## src/rtl/dsi_video_timing_gen.sv

```systemverilog
// Raster timing generator for the DSI video path: hsync/vsync/data_valid plus a ready/valid
// pixel pull. Define DSI_TPG_EN to replace the source with an internal 8-bar colour pattern.
module dsi_video_timing_gen #(
  parameter int unsigned H_ACTIVE = 1280,
  parameter int unsigned H_SYNC   = 4,
  parameter int unsigned H_BP     = 8,
  parameter int unsigned H_FP     = 8,
  parameter int unsigned V_ACTIVE = 720,
  parameter int unsigned V_SYNC   = 2,
  parameter int unsigned V_BP     = 4,
  parameter int unsigned V_FP     = 4
) (
  input  logic        pclk,
  input  logic        dsi_rst,
  input  logic        enable,
  input  logic [23:0] src_pixel,
  input  logic        src_valid,
  output logic        src_ready,
  output logic [23:0] pixel_data,
  output logic        data_valid,
  output logic        hsync,
  output logic        vsync,
  output logic        frame_start,
  output logic [10:0] line_cnt,
  output logic        underflow,
  input  logic        clr_underflow
);

  if (H_SYNC == 0 || H_BP == 0 || H_ACTIVE == 0 || H_FP == 0 ||
      H_SYNC > 4096 || H_BP > 4096 || H_ACTIVE > 4096 || H_FP > 4096 ||
      V_SYNC == 0 || V_BP == 0 || V_ACTIVE == 0 || V_FP == 0 ||
      V_SYNC > 2048 || V_BP > 2048 || V_ACTIVE > 2048 || V_FP > 2048) begin : g_bad_params
    $error("dsi_video_timing_gen: timing parameters do not fit the counters");
  end

  typedef enum logic [2:0] {HIdle, HSync, HBp, HAct, HFp} h_state_e;
  typedef enum logic [2:0] {VIdle, VSync, VBp, VAct, VFp} v_state_e;

  localparam logic [11:0] HSyncLast = 12'(H_SYNC - 1);
  localparam logic [11:0] HBpLast   = 12'(H_BP - 1);
  localparam logic [11:0] HActLast  = 12'(H_ACTIVE - 1);
  localparam logic [11:0] HFpLast   = 12'(H_FP - 1);
  localparam logic [10:0] VSyncLast = 11'(V_SYNC - 1);
  localparam logic [10:0] VBpLast   = 11'(V_BP - 1);
  localparam logic [10:0] VActLast  = 11'(V_ACTIVE - 1);
  localparam logic [10:0] VFpLast   = 11'(V_FP - 1);

  h_state_e    h_state_q, h_state_d;
  v_state_e    v_state_q, v_state_d;
  logic [11:0] h_cnt_q, h_cnt_d;
  logic [10:0] v_cnt_q, v_cnt_d;
  logic [11:0] h_last;
  logic [10:0] v_last;
  logic        line_end, frame_end;

  logic [23:0] pixel_data_q, pixel_data_d;
  logic        data_valid_q, data_valid_d;
  logic        hsync_q, hsync_d;
  logic        vsync_q, vsync_d;
  logic        frame_start_q, frame_start_d;
  logic [10:0] line_cnt_q, line_cnt_d;
  logic        underflow_q, underflow_d;
  logic        win;

  always_comb begin
    unique case (h_state_q)
      HSync:   h_last = HSyncLast;
      HBp:     h_last = HBpLast;
      HAct:    h_last = HActLast;
      HFp:     h_last = HFpLast;
      default: h_last = '0;
    endcase
    unique case (v_state_q)
      VSync:   v_last = VSyncLast;
      VBp:     v_last = VBpLast;
      VAct:    v_last = VActLast;
      VFp:     v_last = VFpLast;
      default: v_last = '0;
    endcase
  end

  // Both FSMs leave and re-enter idle together; enable is only sampled in idle and at frame end.
  always_comb begin
    h_state_d = h_state_q;
    h_cnt_d   = h_cnt_q;
    v_state_d = v_state_q;
    v_cnt_d   = v_cnt_q;
    line_end  = (h_state_q == HFp) && (h_cnt_q == HFpLast);
    frame_end = line_end && (v_state_q == VFp) && (v_cnt_q == VFpLast);

    if (h_state_q == HIdle) begin
      h_cnt_d = '0;
      v_cnt_d = '0;
      if (enable) begin
        h_state_d = HSync;
        v_state_d = VSync;
      end
    end else begin
      if (h_cnt_q == h_last) begin
        h_cnt_d = '0;
        unique case (h_state_q)
          HSync:   h_state_d = HBp;
          HBp:     h_state_d = HAct;
          HAct:    h_state_d = HFp;
          HFp:     h_state_d = (frame_end && !enable) ? HIdle : HSync;
          default: h_state_d = HIdle;
        endcase
      end else begin
        h_cnt_d = h_cnt_q + 12'd1;
      end

      if (line_end) begin
        if (v_cnt_q == v_last) begin
          v_cnt_d = '0;
          unique case (v_state_q)
            VSync:   v_state_d = VBp;
            VBp:     v_state_d = VAct;
            VAct:    v_state_d = VFp;
            VFp:     v_state_d = enable ? VSync : VIdle;
            default: v_state_d = VIdle;
          endcase
        end else begin
          v_cnt_d = v_cnt_q + 11'd1;
        end
      end
    end
  end

  assign win = (h_state_q == HAct) && (v_state_q == VAct);

`ifdef DSI_TPG_EN
  localparam int unsigned BarWidth = (H_ACTIVE >= 8) ? H_ACTIVE / 8 : 1;

  logic [11:0] bar_idx;
  logic [23:0] tpg_pixel;
  logic        unused_src;

  assign unused_src = ^{src_pixel, src_valid};
  assign bar_idx    = h_cnt_q / 12'(BarWidth);

  always_comb begin
    case (bar_idx)
      12'd0:   tpg_pixel = 24'hFFFFFF;
      12'd1:   tpg_pixel = 24'hFFFF00;
      12'd2:   tpg_pixel = 24'h00FFFF;
      12'd3:   tpg_pixel = 24'h00FF00;
      12'd4:   tpg_pixel = 24'hFF00FF;
      12'd5:   tpg_pixel = 24'hFF0000;
      12'd6:   tpg_pixel = 24'h0000FF;
      default: tpg_pixel = 24'h000000;
    endcase
  end

  assign src_ready = 1'b0;
`else
  assign src_ready = win;
`endif

  // Registered outputs are all taken from the same cycle's state so the raster stays aligned.
  always_comb begin
    data_valid_d  = win;
    hsync_d       = (h_state_q == HSync);
    vsync_d       = (v_state_q == VSync);
    frame_start_d = (h_state_q == HSync) && (v_state_q == VSync) &&
                    (h_cnt_q == '0) && (v_cnt_q == '0);
    line_cnt_d    = (v_state_q == VAct) ? v_cnt_q : '0;
`ifdef DSI_TPG_EN
    pixel_data_d  = win ? tpg_pixel : '0;
    underflow_d   = clr_underflow ? 1'b0 : underflow_q;
`else
    pixel_data_d  = (win && src_valid) ? src_pixel : '0;
    underflow_d   = clr_underflow ? 1'b0 : (underflow_q | (win & ~src_valid));
`endif
  end

  always_ff @(posedge pclk or negedge dsi_rst) begin
    if (!dsi_rst) begin
      h_state_q     <= HIdle;
      v_state_q     <= VIdle;
      h_cnt_q       <= '0;
      v_cnt_q       <= '0;
      pixel_data_q  <= '0;
      data_valid_q  <= 1'b0;
      hsync_q       <= 1'b0;
      vsync_q       <= 1'b0;
      frame_start_q <= 1'b0;
      line_cnt_q    <= '0;
      underflow_q   <= 1'b0;
    end else begin
      h_state_q     <= h_state_d;
      v_state_q     <= v_state_d;
      h_cnt_q       <= h_cnt_d;
      v_cnt_q       <= v_cnt_d;
      pixel_data_q  <= pixel_data_d;
      data_valid_q  <= data_valid_d;
      hsync_q       <= hsync_d;
      vsync_q       <= vsync_d;
      frame_start_q <= frame_start_d;
      line_cnt_q    <= line_cnt_d;
      underflow_q   <= underflow_d;
    end
  end

  assign pixel_data  = pixel_data_q;
  assign data_valid  = data_valid_q;
  assign hsync       = hsync_q;
  assign vsync       = vsync_q;
  assign frame_start = frame_start_q;
  assign line_cnt    = line_cnt_q;
  assign underflow   = underflow_q;

endmodule

```

## config.mk

```make
export PLATFORM = sky130hd
export DESIGN_NAME = dsi_video_timing_gen
export DESIGN_NICKNAME = d
export VERILOG_FILES = /design/src/rtl/dsi_video_timing_gen.sv
export SDC_FILE = /design/constraint.sdc
export NUM_CORES = 1
export LEC_CHECK = 0
export CAP_MARGIN = 20
export CORE_MARGIN = 2
export CORE_UTILIZATION = 45
export CTS_CLUSTER_SIZE = 12
export DETAILED_ROUTE_END_ITERATION = 16
export GPL_ROUTABILITY_DRIVEN = 0
export PLACE_DENSITY = 0.73
export RECOVER_POWER = 50
export SLEW_MARGIN = 10
export SYNTH_ARGS = -nofsm -noshare
export SYNTH_HDL_FRONTEND = slang
export SYNTH_SLANG_ARGS = --single-unit
```

## constraint.sdc

```tcl
create_clock -name pclk -period 4.3 [get_ports pclk]
set_clock_uncertainty 0.1 [all_clocks]
set_input_delay 0.86 -clock pclk [delete_from_list [all_inputs] [get_ports pclk]]
set_output_delay 0.86 -clock pclk [all_outputs]
set_load 0.02 [all_outputs]
```

==> impl_metrics.sql, run 1 <==
INSERT INTO impl_metrics (metric_group, metric, value, unit) VALUES
('sta', 'post-route-period-util', '79.1', '%'),
('placed_design', 'dp_worst_setup_slack', '1280', 'ps'),
('synthesis', 'ys_top_cells_by_count', '69 x sky130_fd_sc_hd__dfrtp_1, 30 x sky130_fd_sc_hd__and3_1, 28 x sky130_fd_sc_hd__nor2_1', ''),
('detailed_routing', 'drt_drc_violations_left', '0', ''),
('sta', 'final-setup-viol-count', '0', ''),
('cts', 'clock_tree_from_tritoncts', 'built', ''),
('synthesis', 'synthFlopType', 'sky130_fd_sc_hd__dfrtp_1', ''),
('final_layout', 'syn_to_final_growth', '31.2', '%'),
('synthesis', 'synth-seq-cells', '69', ''),
('synthesis', 'post-synth-top-area-fraction', '56.6', '%'),
('run', 'max_cap_viol_count', '0', ''),
('sta', 'clock.fmax', '0.294', 'GHz'),
('cts', 'post-cts-setup-buffer-count', '0', ''),
('cts', 'cts_buffer_count', '9', ''),
('global_route', 'grt_antenna_before_repair', '0', ''),
('detailed_routing', 'drt-vias-per-instance', '5.24', ''),
('die', 'floorplan.die_area', '0.00746', 'mm²'),
('die', 'num_rows', '30', ''),
('detailed_routing', 'postRouteWirelength', '6.45', 'mm'),
('detailed_routing', 'drt_iter0_drc', '136', ''),
('sta', 'hold_viol', '0', ''),
('global_route', 'globalRouteOverflowTotal', '0', ''),
('detailed_routing', 'routed_wl_per_cell', '14.5', 'µm'),
('sta', 'fin_setup_tns', '0', 'ps'),
('detailed_routing', 'num_vias', '2338', ''),
('global_route', 'grt_pass1_vias', '2322', ''),
('outcome', 'status', 'completed', ''),
('worst_setup_path', 'setup.worst_path.class', 'reg2out', ''),
('hold_path', 'worst_hold_path_type', 'reg2reg', ''),
('sta', 'max_slew.worst_pin.slew', '1220', 'ps'),
('global_route', 'grtUsageTotal', '18.4', '%'),
('cts', 'clock-root-buffer', 'sky130_fd_sc_hd__clkbuf_8', ''),
('final_layout', 'layout_cell_share_with_drive_strength_beyond_1', '5.74', '%'),
('power', 'p_leak', '0.00182', 'µW'),
('final_layout', 'diodes', '0', ''),
('placed_design', 'port_buffers', '69', ''),
('synthesis', 'yosysMostFrequentCell', 'sky130_fd_sc_hd__dfrtp_1', ''),
('cts', 'clkSinkCount', '69', ''),
('cts', 'cts_repair_resize_count', '0', ''),
('synthesis', 'synth.yosys.seq_area_share', '56.6', '%'),
('cts', 'ctsHoldBuffers', '0', ''),
('global_route', 'pin_count_of_the_biggest_net_entering_global_routing', '48', ''),
('final_layout', 'fin_util', '59.9', '%'),
('detailed_routing', 'drt_pass1_iterations', '4', ''),
('synthesis', 'cells_taking_the_most_area_after_synthesis', 'sky130_fd_sc_hd__dfrtp_1 57%, sky130_fd_sc_hd__and3_1 6.2%, sky130_fd_sc_hd__nor2_1 3.4%', ''),
('worst_setup_path', 'worst-endpoint-arrival', '2440', 'ps'),
('placed_design', 'hpwlAfterDp', '4.53', 'mm'),
('global_route', 'grt_first_pass_wirelength', '10.8', 'mm'),
('die', 'die_h', '86.4', 'µm'),
('worst_setup_path', 'setup.worst_path.end_class', 'output port', ''),
('sta', 'fin_hold_ws', '409', 'ps'),
('cts', 'max-clock-path-buffers', '2', ''),
('cts', 'clkTransAtPathRegs', '70', 'ps'),
('sta', 'worst_slew_margin_rel', '18.8', '%'),
('synthesis', 'synth_top_cell_by_area', 'sky130_fd_sc_hd__dfrtp_1', ''),
('synthesis', 'async_reset_ff_share', '100', '%'),
('sta', 'finalWorstSetupSlack', '898', 'ps'),
('die', 'ioPinCount', '70', ''),
('synthesis', 'synth_area_per_cell', '10.3', 'µm²'),
('synthesis', 'synthesis.instances', '297', ''),
('final_layout', 'layout.nets', '394', ''),
('cts', 'cts_max_level', '3', ''),
('sta', 'post_layout_min_period', '3400', 'ps'),
('power', 'vdd_ir_drop_max', '0.000151', 'V'),
('power', 'pwr_density_cell', '329', 'mW/mm²'),
('detailed_routing', 'postRouteAntennaNets', '0', ''),
('die', 'die_width', '86.4', 'µm'),
('worst_setup_path', 'timing.critical_path.from_type', 'flip-flop', ''),
('cts', 'clk_latency', '340', 'ps'),
('synthesis', 'ys_types', '42', ''),
('synthesis', 'yosys_warnings', '0', ''),
('sta', 'drv_slew', '0', ''),
('die', 'initial_utilization', '45.7', '%'),
('worst_setup_path', 'path_max_fanout', '15', ''),
('sta', 'grt_setup_unrepaired', 'false', ''),
('synthesis', 'syn_nets', '330', ''),
('die', 'core', '0.00668', 'mm²'),
('synthesis', 'syn-cell-area', '0.00305', 'mm²'),
('synthesis', 'number_of_flops_mapped_to_enable_cells_by_yosys', '0', ''),
('worst_setup_path', 'critical_path_required', '3340', 'ps');
per-layer routing:
metal	GRT usage, %	vias to the layer above	part of all wire (%)
li1	-	1158	-
met5	0	-	0
met1	24.7	1106	45
met4	9.80	0	2.7
met2	27.8	60	48
met3	4.38	14	4.4
cell usage in the layout (no fill, tap or decap), drive strengths merged, types with 12 or more instances in the layout:
| cell | count |
|---|---|
| dfrtp | 69 |
| clkdlybuf4s50 | 68 |
| and3 | 30 |
| nor2 | 28 |
| nand2 | 18 |
| nand3 | 15 |
| a21oi | 13 |
| nor3 | 13 |
| clkbuf | 13 |
| and2 | 12 |
worst paths after layout:
kind	start	end	slack [ps]	cells past startpoint
max reg2reg	h_state_q[0]	h_cnt_q[9]	1690	6
max in group asynchronous	dsi_rst	h_cnt_q[11]	1730	2
min reg2reg	underflow	underflow	410	2
min	underflow	underflow	410	2
max	v_state_q[2]	src_ready	900	3
min in group asynchronous	dsi_rst	v_state_q[2]	650	1
layout make-up:
class / count / area [µm²]
clock buffers: 10 / 128
flip-flops and latches: 69 / 1730
fillers: 583 / 2680
multi-input cells: 199 / 1200
clock inverters: 6 / 111
inverters: 10 / 37.5
repair buffers: 72 / 701
well taps: 80 / 100
through the flow:
stage | instance area (µm²) | power [µW] | std cells
2_1_floorplan | 3050 | 663 | 297
3_3_place_gp | 3770 | 702 | 430
3_5_place_dp | 3770 | 702 | 430
4_1_cts | 4010 | 1330 | 446
5_1_grt | 4000 | 1370 | 446
6_report | 4000 | 1320 | 446
kinds of logic (layout without fill, tap and decap cells):
logic type,count (synthesis),in the layout,share of synthesized area (%)
xor gates and xnor gates,14,14,4.02
adders and majority gates,4,4,1.64
AOI/OAI and AO/OA,32,32,7.01
buffers and inverters,29,98,4.10
and+or+nand+nor,146,146,25.7
DFF,69,69,56.6
muxes,3,3,0.984
registers in the layout, summed over array words and instances (netlist names):
| register | flops |
|---|---|
| h_state_q | 3 |
| vsync | 1 |
| line_cnt | 11 |
| data_valid | 1 |
| underflow | 1 |
| frame_start | 1 |
| v_state_q | 3 |
| hsync | 1 |
| v_cnt_q | 11 |
| h_cnt_q | 12 |
| pixel_data | 24 |
worst max-delay path, stage by stage (launching register included):
cell                              delay [ps]
sky130_fd_sc_hd__dfrtp_1                 480
sky130_fd_sc_hd__and3b_1                 520
sky130_fd_sc_hd__nor2b_1                 410
sky130_fd_sc_hd__clkdlybuf4s50_1         680
power by group:
group | total (µW) | switching [µW] | internal, µW
logic | 39.3 | 17.3 | 21.9
clock network | 631 | 245 | 385
registers | 649 | 0 | 649
total | 1320 | 263 | 1060
Note: power is estimated with default switching activity, not from simulation.
==> inputs of run 2 (changes only) <==
PLACE_DENSITY = 0.76   (was 0.73)
clock period = 3 ns   (was 4.3 ns; I/O delays follow)
==> impl_metrics.sql, run 2 (synthesized netlist as in run 1, its figures left out) <==
INSERT INTO impl_metrics (metric_group, metric, value, unit) VALUES
('outcome', 'status', 'finished, violations left', ''),
('outcome', 'failed_checks', 'capacitance limit, slew limit', ''),
('worst_setup_path', 'critical_path_required', '2300', 'ps'),
('die', 'core', '0.00668', 'mm²'),
('detailed_routing', 'drt_pass1_iterations', '5', ''),
('cts', 'clock_tree_from_tritoncts', 'built', ''),
('detailed_routing', 'postRouteAntennaNets', '0', ''),
('hold_path', 'worst_hold_path_type', 'reg2reg', ''),
('sta', 'fin_setup_tns', '0', 'ps'),
('cts', 'cts_repair_resize_count', '0', ''),
('cts', 'clk_latency', '340', 'ps'),
('placed_design', 'port_buffers', '69', ''),
('power', 'power.total', '1810', 'µW'),
('power', 'switching_share', '21.1', '%'),
('power', 'pwr_density_cell', '451', 'mW/mm²'),
('die', 'die_h', '86.4', 'µm'),
('detailed_routing', 'drt_drc_violations_left', '0', ''),
('die', 'ioPinCount', '70', ''),
('sta', 'clock.fmax', '0.359', 'GHz'),
('cts', 'max-clock-path-buffers', '2', ''),
('detailed_routing', 'num_vias', '2449', ''),
('global_route', 'grt_pass1_vias', '2342', ''),
('final_layout', 'layout_common_cells', '69 x sky130_fd_sc_hd__dfrtp_1, 67 x sky130_fd_sc_hd__clkdlybuf4s50_1, 30 x sky130_fd_sc_hd__and3_1', ''),
('cts', 'ctsHoldBuffers', '0', ''),
('power', 'power_frac_seq', '51.5', '%'),
('die', 'initial_utilization', '45.7', '%'),
('power', 'vdd_ir_drop_max', '0.000360', 'V'),
('power', 'p_leak', '0.00182', 'µW'),
('global_route', 'grt_first_pass_wirelength', '11.2', 'mm'),
('power', 'pwr-share-clk', '45.3', '%'),
('die', 'die_width', '86.4', 'µm'),
('sta', 'hold_viol', '0', ''),
('power', 'p_switching', '380', 'µW'),
('global_route', 'pin_count_of_the_biggest_net_entering_global_routing', '38', ''),
('final_layout', 'final_common_cell', 'sky130_fd_sc_hd__dfrtp_1', ''),
('placed_design', 'dp_worst_setup_slack', '413', 'ps'),
('global_route', 'grtUsageTotal', '19.3', '%'),
('worst_setup_path', 'setup.worst_path.end_class', 'output port', ''),
('global_route', 'globalRouteOverflowTotal', '0', ''),
('worst_setup_path', 'path_max_fanout', '11', ''),
('cts', 'cts_max_level', '3', ''),
('sta', 'post-route-period-util', '92.9', '%'),
('detailed_routing', 'drt_iter0_drc', '139', ''),
('run', 'max_cap_viol_count', '1', ''),
('die', 'num_rows', '30', ''),
('sta', 'grt_setup_unrepaired', 'false', ''),
('sta', 'drv_slew', '33', ''),
('power', 'power_report.internal_total', '1430', 'µW'),
('worst_setup_path', 'reg2reg_slack', '400', 'ps'),
('sta', 'max_slew.worst_pin.slew', '1800', 'ps'),
('final_layout', 'diodes', '0', ''),
('cts', 'clkSinkCount', '69', ''),
('cts', 'clkTransAtPathRegs', '70', 'ps'),
('sta', 'worst_slew_margin_rel', '-20.0', '%'),
('final_layout', 'layout_cell_share_with_drive_strength_beyond_1', '5.98', '%'),
('worst_setup_path', 'setup.worst_path.class', 'reg2out', ''),
('power', 'combinationalPowerShare', '3.3', '%'),
('cts', 'clock-root-buffer', 'sky130_fd_sc_hd__clkbuf_8', ''),
('sta', 'finalWorstSetupSlack', '214', 'ps'),
('worst_setup_path', 'timing.critical_path.from_type', 'flip-flop', ''),
('detailed_routing', 'routed_wl_per_cell', '14.8', 'µm'),
('final_layout', 'largest_register_ffs', '24', ''),
('worst_setup_path', 'worst-endpoint-arrival', '2090', 'ps'),
('detailed_routing', 'postRouteWirelength', '6.65', 'mm'),
('die', 'floorplan.die_area', '0.00746', 'mm²'),
('cts', 'cts_buffer_count', '9', ''),
('final_layout', 'syn_to_final_growth', '31.3', '%'),
('detailed_routing', 'drt-vias-per-instance', '5.47', ''),
('global_route', 'grt_antenna_before_repair', '0', ''),
('sta', 'post_layout_min_period', '2790', 'ps'),
('cts', 'post-cts-setup-buffer-count', '0', ''),
('placed_design', 'hpwlAfterDp', '4.72', 'mm'),
('sta', 'final-setup-viol-count', '0', ''),
('final_layout', 'layout.nets', '397', '');
## run 2: metrics by stage
step	cells	hold WS, ps	area [µm²]	util, %
finish	448	419	4010	60.0
detailed placement	433	400	3810	57.0
global route	448	447	4010	60.0
CTS	448	252	4020	60.2
floorplan	297	204	3050	-
global placement	433	388	3810	57.0
## run 2: per-layer routing
metal  track usage [%]  part of all wire, %
met1              26.4                   43
met2              29.1                   49
met3              4.67                  4.9
met4              8.81                  2.6
met5                 0                    0
## run 2: path summary, 6_finish.rpt
kind                         startpoint           end  depth (start not counted)
max                        h_state_q[2]     src_ready                          3
min                           underflow     underflow                          2
max reg2reg                h_state_q[0]    h_cnt_q[6]                          6
min reg2reg                   underflow     underflow                          2
max in group asynchronous       dsi_rst  v_state_q[1]                          1
min in group asynchronous       dsi_rst         hsync                          1
## run 2: cell type report
cell class,instances,area [µm²]
clock buffer,9,124
fill,559,2670
inverter,10,37.5
timing repair buffer,75,731
clock inverter,6,88.8
multi-input combinational,199,1200
sequential,69,1730
tap,80,100
## run 2: worst max-delay path: stages (launching register included)
cell	delay, ps
sky130_fd_sc_hd__dfrtp_1	470
sky130_fd_sc_hd__nand3b_1	280
sky130_fd_sc_hd__nor2b_1	330
sky130_fd_sc_hd__clkdlybuf4s50_1	670
## run 2: power by group through the flow
stage | clock network (µW) | registers, µW | logic, µW
after detailed placement | 0 | 948 | 61.4
after global routing | 875 | 929 | 66.7
after global placement | 0 | 948 | 60.1
final | 818 | 929 | 59.2
after CTS | 833 | 929 | 61.5
after floorplan | 0 | 948 | 3.05
